`src/rtl/grey_seg_pkg.sv`:
```
// grey_seg_pkg
//   Shared types and constants for the grey-code 7-segment display stage:
//   scan FSM states, error cause codes, segment patterns (active-high,
//   [0]=a .. [6]=g), the ten legal 5-bit grey codes, and small helpers for
//   BCD-to-segment mapping and per-digit step legality.
package grey_seg_pkg;

    typedef enum logic [1:0] {
        SHOW_ONES = 2'd0,
        BLANK_A   = 2'd1,
        SHOW_TENS = 2'd2,
        BLANK_B   = 2'd3
    } scan_state_e;

    typedef enum logic [1:0] {
        ERR_NONE = 2'b00,
        ERR_CODE = 2'b01,
        ERR_STEP = 2'b10
    } err_code_e;

    localparam logic [6:0] SEG_0     = 7'h3F;
    localparam logic [6:0] SEG_1     = 7'h06;
    localparam logic [6:0] SEG_2     = 7'h5B;
    localparam logic [6:0] SEG_3     = 7'h4F;
    localparam logic [6:0] SEG_4     = 7'h66;
    localparam logic [6:0] SEG_5     = 7'h6D;
    localparam logic [6:0] SEG_6     = 7'h7D;
    localparam logic [6:0] SEG_7     = 7'h07;
    localparam logic [6:0] SEG_8     = 7'h7F;
    localparam logic [6:0] SEG_9     = 7'h6F;
    localparam logic [6:0] SEG_E     = 7'h79;
    localparam logic [6:0] SEG_BLANK = 7'h00;

    localparam logic [4:0] GREY_0 = 5'b00000;
    localparam logic [4:0] GREY_1 = 5'b00001;
    localparam logic [4:0] GREY_2 = 5'b00011;
    localparam logic [4:0] GREY_3 = 5'b00010;
    localparam logic [4:0] GREY_4 = 5'b00110;
    localparam logic [4:0] GREY_5 = 5'b00100;
    localparam logic [4:0] GREY_6 = 5'b01100;
    localparam logic [4:0] GREY_7 = 5'b01000;
    localparam logic [4:0] GREY_8 = 5'b11000;
    localparam logic [4:0] GREY_9 = 5'b10000;

    // Any nibble outside 0..9 renders as 'E'.
    function automatic logic [6:0] bcd_to_seg(input logic [3:0] d);
        logic [6:0] s;
        case (d)
            4'd0:    s = SEG_0;
            4'd1:    s = SEG_1;
            4'd2:    s = SEG_2;
            4'd3:    s = SEG_3;
            4'd4:    s = SEG_4;
            4'd5:    s = SEG_5;
            4'd6:    s = SEG_6;
            4'd7:    s = SEG_7;
            4'd8:    s = SEG_8;
            4'd9:    s = SEG_9;
            default: s = SEG_E;
        endcase
        return s;
    endfunction

    // A digit may hold or advance by one, wrapping 9 -> 0.
    function automatic logic step_ok(input logic [3:0] prev, input logic [3:0] cur);
        logic [3:0] nxt;
        nxt = (prev == 4'd9) ? 4'd0 : prev + 4'd1;
        return (cur == prev) || (cur == nxt);
    endfunction

endpackage

```
`src/rtl/grey_dec.sv`:
```
// grey_dec
//   Combinational 5-bit grey code to BCD decoder for one display digit.
//   Ports:
//     i_code   in  5  grey code from the counter
//     o_valid  out 1  high when i_code is one of the ten legal codes
//     o_bcd    out 4  decoded digit 0..9, 4'hF when invalid
module grey_dec
    import grey_seg_pkg::*;
(
    input  logic [4:0] i_code,
    output logic       o_valid,
    output logic [3:0] o_bcd
);

    always_comb begin
        o_valid = 1'b1;
        o_bcd   = 4'hF;
        case (i_code)
            GREY_0:  o_bcd = 4'd0;
            GREY_1:  o_bcd = 4'd1;
            GREY_2:  o_bcd = 4'd2;
            GREY_3:  o_bcd = 4'd3;
            GREY_4:  o_bcd = 4'd4;
            GREY_5:  o_bcd = 4'd5;
            GREY_6:  o_bcd = 4'd6;
            GREY_7:  o_bcd = 4'd7;
            GREY_8:  o_bcd = 4'd8;
            GREY_9:  o_bcd = 4'd9;
            default: begin
                o_valid = 1'b0;
                o_bcd   = 4'hF;
            end
        endcase
    end

endmodule

```
`src/rtl/grey_seg_mux.sv`:
```
// grey_seg_mux
//   Display stage for a two-digit grey-code counter. Registers the ones/tens
//   codes, decodes them to BCD, drives a time-multiplexed 2-digit 7-segment
//   display with blanking between digit slots, and flags illegal codes or
//   illegal count steps with a sticky error.
//   Parameters:
//     REFRESH_DIV   cycles each digit is lit per slot (>=2)
//     BLANK_CYCLES  dark cycles between slots (>=1)
//   Ports:
//     i_clk       in  1  clock, rising edge
//     i_rst       in  1  asynchronous active-high reset
//     i_ones      in  5  ones digit grey code
//     i_tens      in  5  tens digit grey code
//     o_seg       out 7  segments, active-high, [0]=a .. [6]=g
//     o_dig       out 2  digit enable: 01 ones, 10 tens, 00 blank
//     o_bcd       out 8  {tens_bcd, ones_bcd}, 4'hF for an invalid digit
//     o_err       out 1  sticky error
//     o_err_code  out 2  first error cause: 00 none, 01 code, 10 step
//   Build option:
//     GREY_SEG_LZB_EN  blank the tens digit when it is a valid zero
module grey_seg_mux
    import grey_seg_pkg::*;
#(
    parameter int REFRESH_DIV  = 1000,
    parameter int BLANK_CYCLES = 4
) (
    input  logic       i_clk,
    input  logic       i_rst,
    input  logic [4:0] i_ones,
    input  logic [4:0] i_tens,
    output logic [6:0] o_seg,
    output logic [1:0] o_dig,
    output logic [7:0] o_bcd,
    output logic       o_err,
    output logic [1:0] o_err_code
);

    localparam int CNT_MAX = (REFRESH_DIV > BLANK_CYCLES) ? REFRESH_DIV : BLANK_CYCLES;
    localparam int CNT_W   = (CNT_MAX > 1) ? $clog2(CNT_MAX) : 1;
    localparam logic [CNT_W-1:0] REF_LAST = CNT_W'(REFRESH_DIV - 1);
    localparam logic [CNT_W-1:0] BLK_LAST = CNT_W'(BLANK_CYCLES - 1);

    // Capture and checking state
    logic [4:0]  ones_q, tens_q;
    logic        cap_vld_q;
    logic        primed_q;
    logic [3:0]  prev_ones_q, prev_tens_q;
    logic        prev_ones_vld_q, prev_tens_vld_q;
    logic [7:0]  bcd_q;
    logic        err_q;
    err_code_e   err_code_q;

    // Scan state
    scan_state_e state_q;
    logic [CNT_W-1:0] cnt_q;
    logic [6:0]  seg_q, seg_d;
    logic [1:0]  dig_q, dig_d;

    logic        ones_vld, tens_vld;
    logic [3:0]  ones_bcd, tens_bcd;
    logic        code_bad, step_bad;
    logic [CNT_W-1:0] slot_last;

    grey_dec u_dec_ones (
        .i_code  (ones_q),
        .o_valid (ones_vld),
        .o_bcd   (ones_bcd)
    );

    grey_dec u_dec_tens (
        .i_code  (tens_q),
        .o_valid (tens_vld),
        .o_bcd   (tens_bcd)
    );

    // cap_vld_q keeps the reset contents of the capture registers out of
    // the checker, so the first real sample after reset is the one that
    // primes it rather than being step-checked against 00000.
    always_comb begin
        code_bad = 1'b0;
        step_bad = 1'b0;
        if (cap_vld_q) begin
            code_bad = !ones_vld || !tens_vld;
            if (primed_q) begin
                step_bad = (ones_vld && prev_ones_vld_q && !step_ok(prev_ones_q, ones_bcd)) ||
                           (tens_vld && prev_tens_vld_q && !step_ok(prev_tens_q, tens_bcd));
            end
        end
    end

    always_ff @(posedge i_clk or posedge i_rst) begin
        if (i_rst) begin
            ones_q          <= '0;
            tens_q          <= '0;
            cap_vld_q       <= 1'b0;
            primed_q        <= 1'b0;
            prev_ones_q     <= '0;
            prev_tens_q     <= '0;
            prev_ones_vld_q <= 1'b0;
            prev_tens_vld_q <= 1'b0;
            bcd_q           <= '0;
            err_q           <= 1'b0;
            err_code_q      <= ERR_NONE;
        end else begin
            ones_q    <= i_ones;
            tens_q    <= i_tens;
            cap_vld_q <= 1'b1;
            bcd_q     <= {tens_bcd, ones_bcd};
            if (cap_vld_q) begin
                primed_q <= 1'b1;
                // Invalid codes never become the reference for the next step.
                if (ones_vld) begin
                    prev_ones_q     <= ones_bcd;
                    prev_ones_vld_q <= 1'b1;
                end
                if (tens_vld) begin
                    prev_tens_q     <= tens_bcd;
                    prev_tens_vld_q <= 1'b1;
                end
            end
            if (!err_q && (code_bad || step_bad)) begin
                err_q      <= 1'b1;
                err_code_q <= code_bad ? ERR_CODE : ERR_STEP;
            end
        end
    end

    // Outputs are registered from the current state, so o_dig trails the
    // state by one cycle and each slot is visible for exactly N cycles.
    always_comb begin
        seg_d     = SEG_BLANK;
        dig_d     = 2'b00;
        slot_last = BLK_LAST;
        case (state_q)
            SHOW_ONES: begin
                dig_d     = 2'b01;
                seg_d     = ones_vld ? bcd_to_seg(ones_bcd) : SEG_E;
                slot_last = REF_LAST;
            end
            SHOW_TENS: begin
                dig_d     = 2'b10;
                seg_d     = tens_vld ? bcd_to_seg(tens_bcd) : SEG_E;
`ifdef GREY_SEG_LZB_EN
                if (tens_vld && (tens_bcd == 4'd0)) begin
                    seg_d = SEG_BLANK;
                end
`else
`endif
                slot_last = REF_LAST;
            end
            default: begin
                dig_d     = 2'b00;
                seg_d     = SEG_BLANK;
                slot_last = BLK_LAST;
            end
        endcase
    end

    always_ff @(posedge i_clk or posedge i_rst) begin
        if (i_rst) begin
            state_q <= SHOW_ONES;
            cnt_q   <= '0;
            seg_q   <= '0;
            dig_q   <= '0;
        end else begin
            seg_q <= seg_d;
            dig_q <= dig_d;
            if (cnt_q == slot_last) begin
                cnt_q <= '0;
                case (state_q)
                    SHOW_ONES: state_q <= BLANK_A;
                    BLANK_A:   state_q <= SHOW_TENS;
                    SHOW_TENS: state_q <= BLANK_B;
                    default:   state_q <= SHOW_ONES;
                endcase
            end else begin
                cnt_q <= cnt_q + CNT_W'(1);
            end
        end
    end

    assign o_seg      = seg_q;
    assign o_dig      = dig_q;
    assign o_bcd      = bcd_q;
    assign o_err      = err_q;
    assign o_err_code = err_code_q;

endmodule

```
`config.mk`:
```
export PLATFORM = sky130hd
export DESIGN_NAME = grey_seg_mux
export DESIGN_NICKNAME = d
export VERILOG_FILES = /design/src/rtl/grey_seg_pkg.sv /design/src/rtl/grey_dec.sv /design/src/rtl/grey_seg_mux.sv
export SDC_FILE = /design/constraint.sdc
export NUM_CORES = 1
export LEC_CHECK = 0
export ABC_AREA = 1
export BUFFER_PORTS_ARGS = -buffer_cell sky130_fd_sc_hd__buf_4
export CORE_MARGIN = 2
export CORE_UTILIZATION = 55
export CTS_CLUSTER_DIAMETER = 50
export CTS_CLUSTER_SIZE = 20
export DETAILED_ROUTE_END_ITERATION = 7
export GPL_TIMING_DRIVEN = 0
export PLACE_DENSITY = 0.74
export SETUP_SLACK_MARGIN = 0.15
export SLEW_MARGIN = 25
export SYNTH_ARGS = -nofsm -noshare
export SYNTH_HDL_FRONTEND = slang
export SYNTH_SLANG_ARGS = --single-unit
```
`constraint.sdc`:
```
create_clock -name i_clk -period 3.7 [get_ports i_clk]
set_input_delay 0.37 -clock i_clk [delete_from_list [all_inputs] [get_ports i_clk]]
set_output_delay 0.37 -clock i_clk [all_outputs]
set_load 0.03 [all_outputs]
```
==> results of run 1 <==
[critical path, cell delays in order, from the launching register on]
cell	delay, ns
dfrtp_1	0.44
inv_1	0.11
nand2_2	0.09
a21oi_1	0.13
nand3_1	0.14
nand3_2	0.18
inv_1	0.11
ha_1	0.19
nand2_1	0.06
inv_1	0.04
o21ai_0	0.16
nand2_1	0.09
a22o_1	0.20
[final timing paths]
path	startpoint	to	slack, ns	cells after the start
min	i_rst	tens_q[4]	0.14	2
min reg2reg	prev_tens_vld_q	prev_tens_vld_q	0.47	2
max reg2reg	ones_q[2]	o_seg[4]	1.67	12
min in group i_clk	i_ones[3]	ones_q[3]	0.16	1
max	ones_q[2]	o_seg[4]	1.67	12
max in group asynchronous	i_rst	cnt_q[8]	3.13	2
[cells in the mapped netlist (all sizes together)]
library cell	n	area [um2]
nand2	96	413
dfrtp	54	1350
inv	54	203
nand3	34	223
nor2	34	135
o21ai	25	125
ha	15	188
nand4	10	62.6
xor2	9	86.3
o22ai	6	37.5
a21oi	4	20.0
or2	4	25.0
nand3b	2	15.0
a22o	1	8.76
and3	1	6.26
clkinv	1	3.75
conb	1	3.75
mux2	1	11.3
nand2b	1	6.26
nor3	1	5.00
o31ai	1	7.51
[report_power, final]
| group | internal, mW | leakage [nW] | switching (mW) |
|---|---|---|---|
| registers | 0.639 | 0.618 | 0.0407 |
| logic | 0.122 | 1.05 | 0.221 |
| clock network | 0.203 | 0.0585 | 0.192 |
| total | 0.963 | 1.72 | 0.454 |
[registers in the layout (all words and copies together), names as in the netlist, 2 cells and up]
| register | count |
|---|---|
| o_err_code | 2 |
| tens_q | 5 |
| o_bcd | 8 |
| prev_ones_q | 4 |
| cnt_q | 10 |
| prev_tens_q | 4 |
| o_dig | 2 |
| o_seg | 7 |
| ones_q | 5 |
| state_q | 2 |
[metrics by stage]
stage / cell area [um2] / instances / hold slack [ns] / total power [mW] / setup slack [ns]
finish: 3370 / 464 / 0.136 / 1.42 / 1.67
global route: 3370 / 464 / 0.138 / 1.51 / 1.44
CTS: 3370 / 464 / 0.155 / 1.44 / 1.65
detailed placement: 3260 / 456 / 0.445 / 1.03 / 1.68
global placement: 3260 / 456 / 0.440 / 1.03 / 1.36
floorplan: 2940 / 355 / 0.401 / 0.934 / 1.93
[cell type report]
class                           instances  area [um2]  area share, %
Timing Repair Buffer                   31         233           6.90
Tap cell                               70        87.6           2.60
Multi-Input combinational cell        246        1380           40.9
Inverter                               55         209           6.20
Sequential cell                        54        1350           40.1
Clock inverter                          3        43.8           1.30
Clock buffer                            5        68.8           2.04
[placed cells by master (no fill, tap or decap), types with 9 or more instances in the layout]
cell,instances
buf_4,31
dfrtp_1,54
ha_1,15
inv_1,44
inv_2,9
nand2_1,83
nand2_2,9
nand3_1,28
nand4_1,10
nor2_1,31
o21ai_0,25
[layer usage]
metal  vias up  part of all wire, %  global-route usage, %
met5         -                    0                      0
met4         0                 0.60                   6.07
met3         2                  3.7                   4.94
met2        41                   51                   35.4
met1      1054                   44                   23.6
li1       1203                    -                      -
[cells by family after synthesis]
logic type / count (synthesis)
AOI/OAI and AO/OA: 37
xor gates and xnor gates: 9
other: 1
adders and majority gates: 15
and+or+nand+nor: 183
buffers and inverters: 55
muxes: 1
DFF: 54
==> results.txt, run 1 <==
kind of critical path = flip-flop to flip-flop
Root Buffer = clkbuf_8
main combinational cell family by area after synthesis = simple AND/OR/NAND/NOR gates
Worst slew margin = 57.6%
cts hold-fix bufs = 0
Mapped Nets = 382
setup TNS = 0 ns
CTS tree = built
die area = 0.00594 mm2
First-pass DRT Iterations = 6
hold crit path type = primary input to asynchronous set/reset pin
# IOs = 32
Skew-Pair Late Insertion Delay = 0.31 ns
startpoint types = flip-flop
core area = 0.00514 mm2
Port Buf Inserts = 31
Critical Path Fanout Max = 7
total gr overflow = 0
antenna violations before repair = 0
Inserted Diodes = 0
Seq/Total Area, Yosys = 46.0%
fraction of the mapped netlist area in adder cells = 6.39%
Max-Cap Viols = 0
CTS clock-pin slew for the worst setup and hold paths = 0.10 ns
status = finished clean
cts bufs inserted = 5
mux contribution to synthesized area = 0.383%
DP HPWL = 3980 um
synthesized area = 0.00294 mm2
buffers inserted by post-CTS timing repair = 0
Peak VDD IR = 247 uV
fillcell total = 445
first-pass GRT wire length = 9450 um
Tmin final = 2.03 ns
DIE WIDTH = 77.1 um
vias in the first global route = 2165
GPL Wtd Cong = 0.898
synthesized area per cell = 8.27 um2
die height = 77.1 um
All-Layer GR Usage = 19.9%
final period utilization = 54.8%
Critical Path RT = 3.91 ns
cts repair resizes = 0
PwrDens = 420 mW/mm2
Avg WL per Cell = 11.5 um
DRT iter0 DRCs = 136
Core Util, Final = 65.6%
via/cell ratio = 4.96
Yosys warnings = 0
Site Rows = 26
Synth Register Bits = 54
vias post-DR = 2300
largest net degree at the start of global routing = 55
DRC Markers = 0
xor/xnor cell area share of the yosys netlist = 2.94%
static leakage = 1.72 nW
Synth cell types = 28
H-Tree Depth = 2
Initial Util = 57.1%
Worst EP arrival = 2.24 ns
Worst-Margin Slew = 0.636 ns
Final Skew = 0.00654 ns
Max Clk Rate = 493 MHz
Hold Fails Final Rpt = 0
Area Growth Syn to Fin = 14.8%
Setup-failing EPs final = 0
# clock sinks = 54
layout cells sized above 1 = 19.5%
nets@finish = 420
Total Wirelength = 5330 um
simple-gate share of the synthesized area = 30.3%
Cells after Synth = 355
RSZ-0062 raised after global routing = false
Final Max Tran Viols = 0
Crit. End Element = flip-flop
compound-cell area share of the yosys netlist = 6.77%
post-route ant nets = 0
clock buffer depth = 2
Note: power is estimated with default switching activity, not from simulation.
==> run 2, diff against run 1 <==
CORE_UTILIZATION = 53   (was 55)
PLACE_DENSITY = 0.75   (was 0.74)
clock period = 1.8 ns   (was 3.7 ns; I/O delays follow)
==> run 2 against run 1 <==
Compared with the run above: the run now ends with setup timing left; clock power grew 140%; routed wire length grew 28%; sequential power grew 110%; critical path type unchanged; largest cell class unchanged.
==> results.txt, run 2 (synthesis gave the netlist of run 1 again) <==
PwrDens = 817 mW/mm2 (+94%)
Hold Fails Final Rpt = 0 (unchanged)
hold crit path type = flip-flop to flip-flop
DRC Markers = 0 (unchanged)
multi-input logic area = 0.00167 mm2 (+21%)
CP max-delay cell = dfrtp_2
antenna violations before repair = 0 (unchanged)
layout cells sized above 1 = 38.2% (+19 points)
Site Rows = 27 (+3.8%)
Worst EP arrival = 2.13 ns (-0.11 ns)
Critical Path Fanout Max = 6 (-1)
Logic pwr share = 28.6% (+4.4 points)
Setup-failing EPs final = 5 (+5)
die area = 0.00615 mm2 (+3.6%)
DIE WIDTH = 78.4 um (+1.8%)
vias post-DR = 2625 (+14%)
Tmin final = 1.92 ns (-0.108 ns)
Worst-Margin Slew = 0.634 ns (-0.00179 ns)
via/cell ratio = 5.16 (+4.0%)
clock buffer depth = 2 (unchanged)
FF-to-FF Start = ones_q[2]
Crit. End Element = flip-flop
Reg area = 0.00136 mm2 (+0.65%)
commonest non-fill, non-tap cell in the layout = nand2_1
CP Cell Sequence = inv_2 > nand2_4 > nand3_4 > nand3_4 > nand3_4 > inv_4 > ha_4 > nand2_2 > inv_2 > o21ai_1 > nand2_1 > a22o_1
first-pass GRT wire length = 11100 um (+17%)
Max Clk Rate = 521 MHz (+5.6%)
Worst slew margin = 57.7% (+0.12 points)
DRT iter0 DRCs = 136 (unchanged)
Skew-Pair Late Insertion Delay = 0.31 ns (about the same)
R2R Setup Slk = -0.12 ns (-1.79 ns)
failing checks = setup timing
First-pass DRT Iterations = 4 (-2)
total gr overflow = 0 (unchanged)
most frequent cells in the layout = nand2_1 (70), buf_4 (59), dfrtp_1 (47)
kind of critical path = flip-flop to flip-flop
static leakage = 1.96 nW (+13%)
Max-Cap Viols = 0 (unchanged)
Most flops, register = cnt_q
Area Growth Syn to Fin = 38.6%
Final Skew = 0.0107 ns (+0.00420 ns)
Inserted Diodes = 0 (unchanged)
die height = 78.4 um (+1.8%)
core area = 0.00544 mm2 (+5.8%)
Pint = 2.25 mW (+130%)
fillcell total = 352 (-21%)
post-route ant nets = 0 (unchanged)
Initial Util = 54.0% (-3.1 points)
CTS tree = built
final period utilization = 107% (+52 points)
clock power share = 28.9% (+1.0 points)
All-Layer GR Usage = 22.8% (+2.9 points)
Root Buffer = clkbuf_8
Worst setup startpoint = ones_q[2]
Sequential Power Share = 42.5% (-5.4 points)
Peak VDD IR = 591 uV (+140%)
CP max stage delay = 0.47 ns (+0.03 ns)
# clock sinks = 54 (unchanged)
vias in the first global route = 2495 (+15%)
# IOs = 32 (unchanged)
net switching power figure = 1.07 mW (+140%)
Design Power = 3.32 mW (+130%)
status = finished, violations left
most frequent CP cell = nand3_4
Worst Setup Slack, final = -0.119 ns (-1.79 ns)
H-Tree Depth = 2 (unchanged)
nets@finish = 463 (+10%)
Critical Path RT = 2.01 ns (-1.90 ns)
CTS clock-pin slew for the worst setup and hold paths = 0.10 ns (about the same)
startpoint types = flip-flop
RSZ-0062 raised after global routing = true
Avg WL per Cell = 13.4 um (+17%)
max reg flops = 10 (unchanged)
largest net degree at the start of global routing = 55 (unchanged)
hold path start = primed_q
Port Buf Inserts = 31 (unchanged)
GPL Wtd Cong = 0.932 (+3.8%)
switching part of the total = 32.3% (+0.25 points)
DP HPWL = 4090 um (+2.8%)
Total Wirelength = 6830 um (+28%)
Final Max Tran Viols = 0 (unchanged)
pre-CTS WS = -0.101 ns (-1.78 ns)
cts bufs inserted = 5 (unchanged)
[run 2: cell types whose count changed in the layout (fill, tap and decap cells not counted), sizes merged]
cell,change
inv,-1
buf,+32
dlygate4sd3,+11
bufinv,+1
[run 2: power groups by stage]
stage	logic [mW]	registers, mW	clock network [mW]
after CTS	0.834	1.40	0.982
after floorplan	0.420	1.52	0
final	0.950	1.41	0.960
after global placement	0.713	1.42	0
after detailed placement	0.726	1.42	0
after global routing	1.04	1.43	1.02
[run 2: critical path, delay by kind of cell (launching register included)]
kind,cells,cell delay [ns]
compound gates,2,0.34
buf+inv,3,0.21
fa+ha+maj,1,0.15
flops,1,0.47
simple gates,6,0.64
[run 2: stage by stage]
step                      std cells  util [%]  hold slack, ns  TNS (ns)  instance area, um2
after floorplan                 355         -           0.211         0                2980
after global placement          458      60.8           0.289    -17.16                3310
after detailed placement        458      60.8           0.290    -0.384                3310
after CTS                       498      70.3           0.477    -0.225                3820
after global routing            509      74.8           0.484     -1.18                4070
final                           509      74.8           0.475    -0.305                4070
[run 2: what timing repair did]
item	in CTS	in global routing
buffers inserted	21	11
resized for setup	36	53
cloned	0	0
setup endpoints to repair	12	26
pin swaps	26	27
hold buffers	11	0
endpoints found under the hold margin	64	0
[run 2: routing by layer]
layer	global-route usage, %	routed length [um]	vias up
met1	27.9	2890	1256
li1	-	-	1294
met3	3.79	228	12
met2	41.3	3590	63
met5	0	0	-
met4	6.49	124	0
[run 2: final cells by class]
| cell class | count | area share [%] |
|---|---|---|
| clock buffer | 5 | 1.69 |
| clock inverter | 3 | 1.69 |
| inverter | 55 | 5.38 |
| multi-input combinational | 246 | 40.9 |
| sequential | 54 | 33.4 |
| tap | 72 | 2.21 |
| timing repair buffer | 74 | 14.7 |
[run 2: worst paths after layout]
check                       endpoint  cells past startpoint
max                         o_seg[4]                     12
min                         primed_q                      1
max reg2reg                 o_seg[4]                     12
min reg2reg                 primed_q                      1
max in group asynchronous  ones_q[1]                      3
min in group asynchronous   cnt_q[6]                      3
==> run 3, diff against run 2 <==
SETUP_SLACK_MARGIN = 0.2   (was 0.15)
==> run 3 against run 2 <==
Compared with the run above: the flow still finishes with violations (setup timing); hold slack worse by 0.0083 ns; clock power down 14%; combinational power down 4.6%; fmax down 3.7%; via count down 0.95%; routed wire length grew 2.7%; count of clock-buffer cells in the layout stayed put.
==> results.txt, run 3 (synthesis gave the netlist of run 1 again) <==
status = finished, violations left
failing checks = setup timing
Inserted Diodes = 0 (unchanged)
DRT iter0 DRCs = 144 (+5.9%)
M2 GR Usage = 39.7% (-1.6 points)
CP Cell Sequence = nand2_1 > nand3_4 > nand3_4 > nand3_4 > inv_4 > ha_4 > nand2_2 > inv_2 > o21ai_2 > nand2_1 > a22o_1
startpoint types = flip-flop
vias post-DR = 2600 (-0.95%)
Worst-Margin Slew = 0.639 ns (+0.00473 ns)
Crit. End Element = flip-flop
core area = 0.00544 mm2 (unchanged)
CTS clock-pin slew for the worst setup and hold paths = 0.10 ns (about the same)
Max Clk Rate = 502 MHz (-3.7%)
net switching power figure = 1.07 mW (-0.42%)
static leakage = 1.94 nW (-0.79%)
Site Rows = 27 (unchanged)
# IOs = 32 (unchanged)
Max-Cap Viols = 0 (unchanged)
total gr overflow = 0 (unchanged)
final period utilization = 111% (+4.0 points)
kind of critical path = flip-flop to flip-flop
die area = 0.00615 mm2 (unchanged)
most frequent cells in the layout = nand2_1 (76), buf_4 (59), dfrtp_1 (47)
Avg WL per Cell = 13.8 um (+2.7%)
Worst slew margin = 57.4% (-0.31 points)
CP max stage delay = 0.49 ns (+0.02 ns)
cts bufs inserted = 5 (unchanged)
CP max-delay cell = dfrtp_1
First-pass DRT Iterations = 5 (+1)
GPL Wtd Cong = 0.954 (+2.4%)
DP HPWL = 4260 um (+4.1%)
Hold Fails Final Rpt = 0 (unchanged)
Pint = 2.08 mW (-7.7%)
met1 GRT Util = 27.9% (-0.051 points)
nets@finish = 463 (unchanged)
clock power share = 26.3% (-2.6 points)
antenna violations before repair = 0 (unchanged)
post-route ant nets = 0 (unchanged)
Critical Path Fanout Max = 7 (+1)
Root Buffer = clkbuf_8
Sequential Power Share = 44.9% (+2.4 points)
Initial Util = 54.0% (unchanged)
DRC Markers = 0 (unchanged)
vias in the first global route = 2568 (+2.9%)
fillcell total = 388 (+10%)
Cells after DPL = 458 (unchanged)
Logic pwr share = 28.8% (+0.2 points)
die height = 78.4 um (unchanged)
# clock sinks = 54 (unchanged)
commonest non-fill, non-tap cell in the layout = nand2_1
Reg area = 0.00136 mm2 (unchanged)
Total Wirelength = 7020 um (+2.7%)
Buf/Inv on CP = 2 (-1)
global route hottest layer = met2
layout cells sized above 1 = 36.8% (-1.4 points)
CTS tree = built
Worst Setup Slack, final = -0.192 ns (-0.0729 ns)
Final Skew = 0.0110 ns (+0.000246 ns)
most frequent CP cell = nand3_4
All-Layer GR Usage = 22.9% (+0.11 points)
Peak VDD IR = 359 uV (-39%)
H-Tree Depth = 2 (unchanged)
Tmin final = 1.99 ns (+0.0729 ns)
GRT met3 Usage = 3.91% (+0.11 points)
multi-input logic area = 0.00162 mm2 (-2.6%)
post-route insts no fill = 509 (unchanged)
Critical Path RT = 2.00 ns (about the same)
max reg flops = 10 (unchanged)
DIE WIDTH = 78.4 um (unchanged)
via/cell ratio = 5.11 (-0.95%)
largest net degree at the start of global routing = 55 (unchanged)
RSZ-0062 raised after global routing = true
hold crit path type = flip-flop to flip-flop
Port Buf Inserts = 31 (unchanged)
Skew-Pair Late Insertion Delay = 0.31 ns (about the same)
PwrDens = 786 mW/mm2 (-3.8%)
Worst EP arrival = 2.19 ns (+0.06 ns)
Final Max Tran Viols = 0 (unchanged)
Crit path max-delay family = simple AND/OR/NAND/NOR gates
Area Growth Syn to Fin = 36.3%
switching part of the total = 34.0% (+1.7 points)
setup TNS = -0.693 ns (-0.388 ns)
Most flops, register = cnt_q
first-pass GRT wire length = 11100 um (about the same)
clock buffer depth = 2 (unchanged)
Setup-failing EPs final = 8 (+3)
## run 3: power by group through the flow
| stage | clock network, mW | registers (mW) | logic (mW) |
|---|---|---|---|
| CTS | 0.836 | 1.40 | 0.809 |
| finish | 0.827 | 1.41 | 0.906 |
| global placement | 0 | 1.42 | 0.712 |
| floorplan | 0 | 1.52 | 0.420 |
| detailed placement | 0 | 1.42 | 0.732 |
| global route | 0.893 | 1.42 | 0.988 |
## run 3: layout make-up
cell class / count / area share, %
Clock inverter: 3 / 1.13
Tap cell: 72 / 2.25
Multi-Input combinational cell: 246 / 40.5
Timing Repair Buffer: 74 / 14.9
Inverter: 55 / 5.47
Sequential cell: 54 / 34.0
Clock buffer: 5 / 1.72
## run 3: path summary, 6_finish.rpt
path,endpoint,slack [ns],startpoint,cells after the start
max,o_seg[4],-0.19,ones_q[1],11
max reg2reg,o_seg[4],-0.19,ones_q[1],11
min,primed_q,0.47,primed_q,1
min in group asynchronous,tens_q[0],0.52,i_rst,3
min reg2reg,primed_q,0.47,primed_q,1
max in group asynchronous,cnt_q[2],0.82,i_rst,3
## run 3: what timing repair did
action,CTS,global route
gates resized for setup,11,64
hold buffers,11,0
pin swaps,17,33
endpoints found under the setup margin,15,28
buffers inserted,21,11
hold endpoints to repair,64,0
## run 3: worst reg2reg max path: stages, from the launching register on
cell and delay, ns:
dfrtp_1 0.49, nand2_1 0.15, nand3_4 0.15, nand3_4 0.13
nand3_4 0.18, inv_4 0.07, ha_4 0.16, nand2_2 0.07
inv_2 0.05, o21ai_2 0.13, nand2_1 0.08, a22o_1 0.23
## run 3: per-stage QoR
stage	setup slack [ns]	hold WS, ns	total power [mW]	area, um2	util [%]
after floorplan	0.112	0.211	1.94	2980	-
after global placement	-0.357	0.289	2.13	3310	60.8
after detailed placement	-0.0863	0.290	2.16	3310	60.8
after CTS	-0.0636	0.473	3.05	3720	68.4
after global routing	-0.281	0.497	3.30	4000	73.6
final	-0.192	0.467	3.15	4000	73.6
## run 3: layer usage
layer,wire length [um],share of wire (%),vias to the layer above
met2,3640,52,85
met4,153,2.2,0
li1,-,-,1293
met5,0,0,-
met3,319,4.5,16
met1,2900,41,1206
